===== src/rtl/pipe_hazard_ctrl_pkg.sv =====
// Shared pipeline definitions: scoreboard entry layout, forwarding-select
// encoding and the supported range of tracked stages.
package pipe_hazard_ctrl_pkg;

   localparam int MAX_STAGES = 7;
   localparam int MAX_ADDR_W = 16;
   localparam int FWD_W      = 3;

   // fwd_sel value 0 selects the register file; k selects the stage-k result.
   localparam logic [FWD_W-1:0] FWD_REGFILE = 3'd0;
   localparam logic [FWD_W-1:0] FWD_STAGE1  = 3'd1;

   typedef logic [MAX_ADDR_W-1:0] sb_addr_t;

   typedef struct packed {
      logic     valid;
      sb_addr_t rd;
      logic     wr_en;
      logic     is_load;
   } sb_entry_t;

   localparam sb_entry_t SB_BUBBLE = '{valid: 1'b0, rd: '0, wr_en: 1'b0, is_load: 1'b0};

   function automatic logic [FWD_W-1:0] fwd_stage(input int k);
      return FWD_W'(k);
   endfunction

endpackage


===== src/rtl/hazard_match.sv =====
// One read port's view of the scoreboard: youngest matching producer for
// forwarding, plus a flag for a load sitting in stage 1.
module hazard_match
   import pipe_hazard_ctrl_pkg::*;
#(
   parameter int NUM_STAGES = 2
)(
   input  sb_addr_t          src_addr,
   input  logic              src_used,
   input  sb_entry_t         sb [NUM_STAGES],
   output logic [FWD_W-1:0]  fwd_sel,
   output logic              load_hit
);

   // Scan oldest to youngest so the youngest match overwrites older ones.
   always_comb begin
      fwd_sel = FWD_REGFILE;
      for (int k = NUM_STAGES; k >= 1; k--) begin
         if (src_used && sb[k-1].valid && sb[k-1].wr_en && (sb[k-1].rd == src_addr)) begin
            fwd_sel = fwd_stage(k);
         end
      end
   end

   assign load_hit = src_used && sb[0].valid && sb[0].wr_en && sb[0].is_load
                     && (sb[0].rd == src_addr);

endmodule


===== src/rtl/pipe_hazard_ctrl.sv =====
// Pipeline hazard controller: destination scoreboard, operand forwarding
// selects, load-use stall, branch flush bubble, NIC freeze and stall counter.
module pipe_hazard_ctrl
   import pipe_hazard_ctrl_pkg::*;
#(
   parameter int REG_ADDRESS_LENGTH = 5,
   parameter int NUM_STAGES         = 2,
   parameter int CNT_WIDTH          = 16
)(
   input  logic                          clk,
   input  logic                          rst,
   input  logic                          id_valid,
   input  logic [REG_ADDRESS_LENGTH-1:0] id_ra,
   input  logic [REG_ADDRESS_LENGTH-1:0] id_rb,
   input  logic                          id_ra_used,
   input  logic                          id_rb_used,
   input  logic [REG_ADDRESS_LENGTH-1:0] id_rd,
   input  logic                          id_wr_en,
   input  logic                          id_is_load,
   input  logic                          branch_flush,
   input  logic                          nic_busy,
   output logic                          stall_if,
   output logic                          bubble_ex,
   output logic                          freeze,
   output logic [2:0]                    fwd_sel_a,
   output logic [2:0]                    fwd_sel_b,
   output logic [CNT_WIDTH-1:0]          stall_cycles
);

   sb_entry_t            sb_q [NUM_STAGES];
   sb_entry_t            sb_d [NUM_STAGES];
   sb_entry_t            id_entry;
   logic [CNT_WIDTH-1:0] cnt_q, cnt_d;
   logic                 use_a, use_b, hit_a, hit_b, load_use;
   sb_addr_t             ra_ext, rb_ext;

   assign ra_ext = sb_addr_t'(id_ra);
   assign rb_ext = sb_addr_t'(id_rb);
   // With no valid instruction in ID its source fields carry no meaning.
   assign use_a  = id_valid && id_ra_used;
   assign use_b  = id_valid && id_rb_used;

   hazard_match #(.NUM_STAGES(NUM_STAGES)) u_match_a (
      .src_addr (ra_ext),
      .src_used (use_a),
      .sb       (sb_q),
      .fwd_sel  (fwd_sel_a),
      .load_hit (hit_a)
   );

   hazard_match #(.NUM_STAGES(NUM_STAGES)) u_match_b (
      .src_addr (rb_ext),
      .src_used (use_b),
      .sb       (sb_q),
      .fwd_sel  (fwd_sel_b),
      .load_hit (hit_b)
   );

   assign load_use = hit_a || hit_b;

   // Freeze dominates, flush beats a load-use stall; nothing asserts in reset.
   always_comb begin
      stall_if  = 1'b0;
      bubble_ex = 1'b0;
      freeze    = 1'b0;
      if (rst) begin
         if (nic_busy) begin
            stall_if = 1'b1;
            freeze   = 1'b1;
         end else if (branch_flush) begin
            bubble_ex = 1'b1;
         end else if (load_use) begin
            stall_if  = 1'b1;
            bubble_ex = 1'b1;
         end
      end
   end

   always_comb begin
      id_entry = SB_BUBBLE;
      if (id_valid && !branch_flush && !load_use) begin
         id_entry.valid   = 1'b1;
         id_entry.rd      = sb_addr_t'(id_rd);
         id_entry.wr_en   = id_wr_en;
         id_entry.is_load = id_is_load;
      end
   end

   assign sb_d[0] = nic_busy ? sb_q[0] : id_entry;

   for (genvar gi = 1; gi < NUM_STAGES; gi++) begin : g_shift
      assign sb_d[gi] = nic_busy ? sb_q[gi] : sb_q[gi-1];
   end

   always_comb begin
      cnt_d = cnt_q;
      if (stall_if && (cnt_q != {CNT_WIDTH{1'b1}})) begin
         cnt_d = cnt_q + CNT_WIDTH'(1);
      end
   end

   always_ff @(posedge clk or negedge rst) begin
      if (!rst) begin
         for (int k = 0; k < NUM_STAGES; k++) begin
            sb_q[k] <= SB_BUBBLE;
         end
         cnt_q <= '0;
      end else begin
         for (int k = 0; k < NUM_STAGES; k++) begin
            sb_q[k] <= sb_d[k];
         end
         cnt_q <= cnt_d;
      end
   end

   assign stall_cycles = cnt_q;

endmodule

===== config.mk =====
export PLATFORM = sky130hd
export DESIGN_NAME = pipe_hazard_ctrl
export DESIGN_NICKNAME = d
export VERILOG_FILES = /design/src/rtl/pipe_hazard_ctrl_pkg.sv /design/src/rtl/hazard_match.sv /design/src/rtl/pipe_hazard_ctrl.sv
export SDC_FILE = /design/constraint.sdc
export NUM_CORES = 1
export LEC_CHECK = 0
export CAP_MARGIN = 20
export CORE_ASPECT_RATIO = 0.9
export CORE_MARGIN = 4
export CORE_UTILIZATION = 49
export CTS_CLUSTER_DIAMETER = 60
export DETAILED_ROUTE_END_ITERATION = 8
export PLACE_DENSITY = 0.81
export SYNTH_ARGS = -nofsm -noshare
export SYNTH_HDL_FRONTEND = slang
export SYNTH_SLANG_ARGS = --single-unit

===== constraint.sdc =====
create_clock -name clk -period 3 [get_ports clk]
set_input_delay 0.3 -clock clk [delete_from_list [all_inputs] [get_ports clk]]
set_output_delay 0.3 -clock clk [all_outputs]
set_load 0.005 [all_outputs]

# After elaboration in Yosys (flattened, before gate mapping)
# Index checks and enable logic that the tools add are counted.
# classes
n_addsub	1
n_eq_ne	5
mux	14
reduce_logical	24
# op_table
op	n
16-bit by 5-bit == test with 1-bit output	4
1-bit logical AND	21
19-bit two-way mux	1
16-bit by 1-bit adder with 16-bit output (second input constant)	1
16-bit != test (second input constant)	1
1-bit two-way mux	9
2-bit two-way mux	4
1-bit logical NOT	2
1-bit logical OR	1
# totals
register_bits	53
output_inout_bits	25
elab_cells	52

# Logic depth before layout (Yosys ltp)
# Gate-level depths: netlist (run 1).
# depth
word_depth	11
depth_mapped	6
mapped_depth_nobuf	5

# Cells and area by module
# A second synthesis (run 1) with hierarchy kept.
# hier_totals
hier_cells	218
area_unflattened_um2	2214.6
# by_module_without_submodules
mod	instances	cells_per_inst	area_per_inst_um2
pipe_hazard_ctrl	1	118	1431.4
hazard_match	2	50	391.6

# Worst setup path before layout (run 1)
# No wires, ideal clock.
# synth_path
kind	register to register
from	reg sb_q[23] (netlist bit)
to	reg cnt_q[14], in the netlist stall_cycles[14]
arrival_ps	1826
t_required_ps	2872
slack_ps	1046
path_stages_with_launch	6
synth_period_minus_slack_ps	1954
cell_sequence	dfrtp_1 > xor2_1 > nor4_4 > a32oi_4 > a2111oi_4 > mux2_1
# synth_between
elab_chain_len	8
word_cells_on_any_way	10
classes_between	eq/ne (2); mux (4); reduce/logical (4)
# synth_lines
item	line_no	source
from (decl)	pipe_hazard_ctrl.sv:30	sb_entry_t sb_q [NUM_STAGES];
from (signal, indexed assignment)	pipe_hazard_ctrl.sv:110	sb_q[k] <= sb_d[k];
16-bit by 5-bit == test with 1-bit output	hazard_match.sv:26	&& (sb[0].rd == src_addr);
1-bit logical AND	hazard_match.sv:26	
1-bit logical OR (*)	pipe_hazard_ctrl.sv:59	assign load_use = hit_a || hit_b;
1-bit two-way mux (*)	pipe_hazard_ctrl.sv:72	end else if (load_use) begin
1-bit two-way mux (*)	pipe_hazard_ctrl.sv:70	end else if (branch_flush) begin
1-bit two-way mux (*)	pipe_hazard_ctrl.sv:67	if (nic_busy) begin
1-bit two-way mux (*)	pipe_hazard_ctrl.sv:66	if (rst) begin
1-bit logical AND (*)	pipe_hazard_ctrl.sv:97	if (stall_if && (cnt_q != {CNT_WIDTH{1'b1}})) begin
to (signal assigned)	pipe_hazard_ctrl.sv:112	cnt_q <= cnt_d;
to (decl)	pipe_hazard_ctrl.sv:33	logic [CNT_WIDTH-1:0] cnt_q, cnt_d;
# Mark *: on every way between the ends. The rest lies on a longest branch, timed or not.
# A chain may end at the register's enable or synchronous reset.

# Worst setup path after layout (run 1)
# layout_path
from	in id_valid
to	out bubble_ex
# layout_between
elab_chain_len	10
word_cells_on_any_way	15
classes_between	mux (4); reduce/logical (11)
# layout_lines
item	line_no	source
from (decl)	pipe_hazard_ctrl.sv:12	input logic id_valid,
1-bit logical AND (on tied branches)	pipe_hazard_ctrl.sv:40, pipe_hazard_ctrl.sv:41	
1-bit logical AND (3 in a row)	hazard_match.sv:25	assign load_hit = src_used && sb[0].valid && sb[0].wr_en && sb[0].is_load
1-bit logical AND	hazard_match.sv:26	
1-bit logical OR (*)	pipe_hazard_ctrl.sv:59	
1-bit two-way mux (*)	pipe_hazard_ctrl.sv:72	
1-bit two-way mux (*)	pipe_hazard_ctrl.sv:70	
1-bit two-way mux (*)	pipe_hazard_ctrl.sv:67	
1-bit two-way mux (*)	pipe_hazard_ctrl.sv:66	
to (decl)	pipe_hazard_ctrl.sv:23	output logic bubble_ex,
# Marks and branches as above.

==> flow_summary.toml, run 1 <==
[outcome]
status = "complete, no violations"

[clocking]
holdBufCountCts = 0
cts-root-buf = "clkbuf_8"
clockBufferDepth = 2
htree_num_levels = 2
numCtsBuffers = 5
cts.sinks = 31
cts_resized = 0
cts_tree = "yes"
post-cts-setup-buffers = 0
clk_latency_ns = 0.28
clk_pin_slew_ns = 0.07

[synth]
syn_area_sq_mm = 0.00182
postSynthCellCount = 163
avgSynthCellArea_sq_um = 11.1
synthAdderAreaFrac = 0.00689
synthTopCellsByArea = "dfrtp_1, xor2_1, mux2_2, xnor2_1, a2111oi_2"
synth_ff_type = "dfrtp_1"
synth_compound_area_frac = 0.163
synth_cell_types = 38
synth_edf_count = 0
ys_async_sr_fraction = 1.00
yosysWarningCount = 0
yosys.area_share.xor_xnor = 0.154
seq_area_frac_synth = 0.427
synthMuxAreaShare = 0.0682
synth_top_family_by_area = "compound AO/OA/AOI/OAI gates"
synth_top_area_share = 0.427
ys_ff_latch = 31
yosys.area_share.simple = 0.146
yosys.area.top_type = "dfrtp_1"

[floorplan]
rows = 20
die_w_um = 72.2
die_y_um = 65.7
core-area_sq_mm = 0.00348
ios = 49
initial_core_util = 0.522
dieArea_sq_mm = 0.00474

[critical_path]
critPathLaunchType = "input port"
cp-end-kind = "primary output"
critical_path_class = "input port to primary output"
required_ns = 2.70
critPathMaxFanout = 5
cp.arrival_ns = 2.40

[timing]
worst_pin_slew_ns = 0.634
relSlewSlack = 0.577
finClkSkew_ns = 0.00865
hold_violations = 0
final_max_slew_viol_count = 0
fin_crit_sh = 0.900
fmax_ghz = 0.370
fin_crit_ns = 2.70
setup_viol_count_final = 0
setup_tns_ns = 0
rsz0062_at_grt = "no"

[route]
vias = 1445
drc = 0
ant_nets = 0
first_pass_iters = 4
drtIter0Drc = 28
wl_mm = 4.11
avgRoutedWirePerCell_um = 15.8
viasPerCell = 5.58

[cells_and_area]
final_cell_mix = "clkdlybuf4s50_1, dfrtp_1, xor2_1"
final_common_cell = "clkdlybuf4s50_1"
antenna_cells = 0
area_delta_synth_final_pct = 32.3
n_fill_cell = 273
stdcell_area_sq_mm = 0.00240
fin_nets = 239
drive_above_1_share = 0.153
post-route-util = 0.691

[placement]
io_buffers = 46
place_congestion = 0.887
detailed_place.area_sq_mm = 0.00232
dp.final_hpwl_mm = 3.19

[global_routing]
antenna_found_initial = 0
first_global_vias = 1557
grt_pass1_wl_mm = 7.11
grt-ovfl-total = 0
grt_max_degree = 34
gr-usage-all-layers = 0.195

[job]
cap_violations = 0

[power]
power.leakage_nw = 0.995
ir_drop_v = 0.000442
p_per_area_mw_per_mm2 = 508

[worst_hold_path]
hold_class = "input port to async pin"
==> power breakdown <==
part | internal [mW] | leakage [nW] | switching [mW]
registers | 0.483 | 0.404 | 0.0956
logic | 0.193 | 0.544 | 0.138
clock network | 0.158 | 0.0477 | 0.152
==> state kept, by name (all words and copies together) (netlist names) <==
name,count
sb_q,15
stall_cycles,16
==> layout make-up <==
| cell class | count | area [sq um] | share of cell area |
|---|---|---|---|
| Tap cell | 44 | 55.1 | 0.0229 |
| Clock buffer | 5 | 68.8 | 0.0286 |
| Inverter | 5 | 18.8 | 0.00781 |
| Sequential cell | 31 | 776 | 0.323 |
| Clock inverter | 3 | 15.0 | 0.00625 |
| Timing Repair Buffer | 49 | 483 | 0.201 |
| Multi-Input combinational cell | 122 | 986 | 0.410 |
==> synth_stat cells (2+ instances only) <==
cell and count:
nand2_1 15, xor2_1 23, and3_1 2, nor4_2 2, a21oi_1 3, a2111oi_2 4
inv_1 5, o21ai_0 2, mux2_2 10, and4_1 2, nand4_1 7, nor4_1 3
dfrtp_1 31, a211oi_1 5, a22o_1 6, buf_4 2, xnor2_1 9, nor2_1 6
nand3_1 7
==> kinds of logic (layout without fill, tap and decap cells) <==
group | Yosys count | after routing
mux | 11 | 11
fa+ha+maj | 1 | 1
xor+xnor | 32 | 32
simple gates | 47 | 47
buf+inv | 11 | 62
compound gates | 29 | 29
flops | 31 | 31
other cells | 1 | 2
==> per-layer routing <==
| metal | vias to the layer above | wire length (um) | part of all wire | GRT usage |
|---|---|---|---|---|
| li1 | 697 | - | - | - |
| met1 | 692 | 1730 | 0.42 | 0.229 |
| met2 | 48 | 2040 | 0.50 | 0.332 |
| met3 | 8 | 260 | 0.063 | 0.0535 |
| met4 | 0 | 76 | 0.019 | 0.0822 |
| met5 | - | 0 | 0 | 0 |
==> critical path: stages <==
cell and delay, ns:
clkdlybuf4s50_1 0.55, nand2_1 0.11, nor4_2 0.45, a22oi_1 0.15, o21ai_0 0.17, and3_1 0.18, clkdlybuf4s50_1 0.50
==> stage by stage <==
step	hold WS (ns)	instances	power, mW	setup WS, ns
finish	0.494	259	1.22	0.299
global route	0.515	259	1.30	0.180
CTS	0.499	259	1.23	0.306
detailed placement	0.487	251	0.922	0.324
global placement	0.487	251	0.900	0.357
floorplan	0.00441	164	0.714	1.05
==> worst paths after layout <==
kind	end	startpoint	slack, ns	cells after the start
min reg2reg	stall_cycles[15]$_DFFE_PN0P_	stall_cycles[15]$_DFFE_PN0P_	0.50	1
max	bubble_ex	id_valid	0.30	7
max reg2reg	stall_cycles[14]$_DFFE_PN0P_	sb_q[21]$_DFFE_PN0N_	0.80	5
min	stall_cycles[11]$_DFFE_PN0P_	rst	0.49	2
min in group clk	stall_cycles[15]$_DFFE_PN0P_	stall_cycles[15]$_DFFE_PN0P_	0.50	1
max in group asynchronous	stall_cycles[13]$_DFFE_PN0P_	rst	2.22	2
Power figures use the tool's default switching activity.
==> run 2: changes to the inputs <==
GPL_TIMING_DRIVEN = 0   (was default)
PLACE_DENSITY = default   (was 0.81)
PLACE_DENSITY_LB_ADDON = 0.1   (was default)
==> run 2 against run 1 <==
The flow now finishes with violations (negative hold slack); sequential power hardly changed; via count is 1.2% higher; sequential cell count stayed put; clock skew is 0.0057 ns lower; critical path depth stayed put; clock power hardly changed; clock-buffer cell count is 2 higher; combinational power is 2% higher; largest power group unchanged; global-route usage is 0.42 points lower; final cell count is 1.5% higher; total power is 0.37% higher.
==> flow_summary.toml, run 2 (synthesis gave the netlist of run 1 again) <==
[outcome]
status = "finished, violations left"
violations = "negative hold slack"

[critical_path]
slowest_stage = "clkdlybuf4s50_1"
required_ns = 2.70
cp.arrival_ns = 2.42
crit_top_cell = "clkdlybuf4s50_1"
critPathMaxFanout = 5
critPathLaunchType = "input port"
cp-end-kind = "primary output"
slowest_delay_ns = 0.54
crit_chain = "clkdlybuf4s50_1, nand2_1, nor4_2, a22oi_1, o21ai_0, and3_1, clkdlybuf4s50_1"
critical_path_class = "input port to primary output"

[clocking]
cts-root-buf = "clkbuf_8"
clk_latency_ns = 0.28
numCtsBuffers = 5
clk_pin_slew_ns = 0.06
htree_num_levels = 2
post-cts-setup-buffers = 0
cts_tree = "yes"
cts.sinks = 31
clockBufferDepth = 2

[route]
vias = 1462
ant_nets = 0
drc = 0
viasPerCell = 5.56
first_pass_iters = 4
drtIter0Drc = 54
avgRoutedWirePerCell_um = 15.8
wl_mm = 4.16

[placement]
place_congestion = 0.866
dp.final_hpwl_mm = 3.22
io_buffers = 45
placedCellCount = 254

[cells_and_area]
antenna_cells = 0
final_cell_mix = "clkdlybuf4s50_1, dfrtp_1, xor2_1"
final_common_cell = "clkdlybuf4s50_1"
fin_cells = 263
largest_register_ffs = 16
post-route-util = 0.701
area_delta_synth_final_pct = 34.3
fin_nets = 243
drive_above_1_share = 0.155

[global_routing]
antenna_found_initial = 0
first_global_vias = 1500
grt-ovfl-total = 0
gr-usage-all-layers = 0.191
grt_max_degree = 20
grt_pass1_wl_mm = 7.04

[timing]
fmax_ghz = 0.367
rsz0062_at_grt = "no"
whs_ns = -0.00668
fin_crit_sh = 0.907
final_max_slew_viol_count = 0
hold_violations = 16
relSlewSlack = 0.549
fin_crit_ns = 2.72
worst_pin_slew_ns = 0.675
finClkSkew_ns = 0.00290
setup_tns_ns = 0
setup_viol_count_final = 0

[power]
p_clk_frac = 0.252
power_frac_comb = 0.275
seq_power_share = 0.473
ir_drop_v = 0.000352
power.leakage_nw = 1.01
power.net_switching_mw = 0.381
p_per_area_mw_per_mm2 = 502
netSwitchingFraction = 0.312
p_int_mw = 0.843

[job]
cap_violations = 0

[floorplan]
die_y_um = 65.7
core-area_sq_mm = 0.00348
initial_core_util = 0.522
dieArea_sq_mm = 0.00474
rows = 20
ios = 49
die_w_um = 72.2

[worst_hold_path]
hold_class = "input port to async pin"
-- run 2: power groups by stage --
| stage | combinational (mW) | sequential [mW] | clock (mW) |
|---|---|---|---|
| after CTS | 0.337 | 0.578 | 0.316 |
| after global routing | 0.363 | 0.592 | 0.339 |
| after global placement | 0.319 | 0.577 | 0 |
| final | 0.336 | 0.579 | 0.309 |
| after floorplan | 0.146 | 0.568 | 0 |
| after detailed placement | 0.332 | 0.584 | 0 |
-- run 2: per-layer routing --
| metal | track usage | part of all wire | vias to the layer above |
|---|---|---|---|
| met4 | 0.0493 | 0.0079 | 0 |
| met5 | 0 | 0 | - |
| met2 | 0.295 | 0.46 | 37 |
| met3 | 0.0443 | 0.052 | 4 |
| met1 | 0.267 | 0.48 | 714 |
| li1 | - | - | 707 |
-- run 2: timing repair --
action,CTS,global route
hold buffers,0,1
endpoints found under the setup margin,2,2
endpoints found under the hold margin,0,15
gates resized for setup,2,1
-- run 2: layout make-up --
class	instances	area (sq um)
repair buffers	47	483
clock buffers	7	76.3
inverters	5	18.8
well taps	44	55.1
fillers	258	1040
clock inverters	1	5.00
plain buffers	6	38.8
flip-flops and latches	31	776
multi-input cells	122	986
-- run 2: worst paths after layout --
| kind | start | endpoint | slack (ns) | depth (start not counted) |
|---|---|---|---|---|
| min in group clk | nic_busy | sb_q[1]$_DFFE_PN0N_ | 0.42 | 2 |
| hold reg to reg | stall_cycles[15]$_DFFE_PN0P_ | stall_cycles[15]$_DFFE_PN0P_ | 0.49 | 1 |
| setup reg to reg | sb_q[21]$_DFFE_PN0N_ | stall_cycles[14]$_DFFE_PN0P_ | 0.90 | 5 |
| setup / recovery | id_valid | bubble_ex | 0.28 | 7 |
| hold / removal | rst | sb_q[2]$_DFFE_PN0N_ | -0.007 | 2 |
| max in group asynchronous | rst | stall_cycles[8]$_DFFE_PN0P_ | 1.89 | 2 |
-- run 2: metrics by stage --
stage / area [sq um] / hold WS [ns] / setup WS, ns / power, mW
after floorplan: 1820 / 0.00441 / 1.05 / 0.714
after global placement: 2320 / 0.481 / -0.639 / 0.896
after detailed placement: 2350 / 0.479 / -0.279 / 0.916
after CTS: 2430 / 0.205 / 0.0317 / 1.23
after global routing: 2440 / -0.000713 / 0.0929 / 1.29
final: 2440 / -0.00668 / 0.278 / 1.22
-- run 2: worst max-delay path, delay by kind of cell --
family / cells / cell delay (ns)
buf+inv: 2 / 1.05
compound gates: 2 / 0.33
simple gates: 3 / 0.74
==> run 3: changes to the inputs <==
SKIP_LAST_GASP = 1   (was default)
==> results of run 3 <==
Final layout, timing and power as in run 2 (identical DEF).
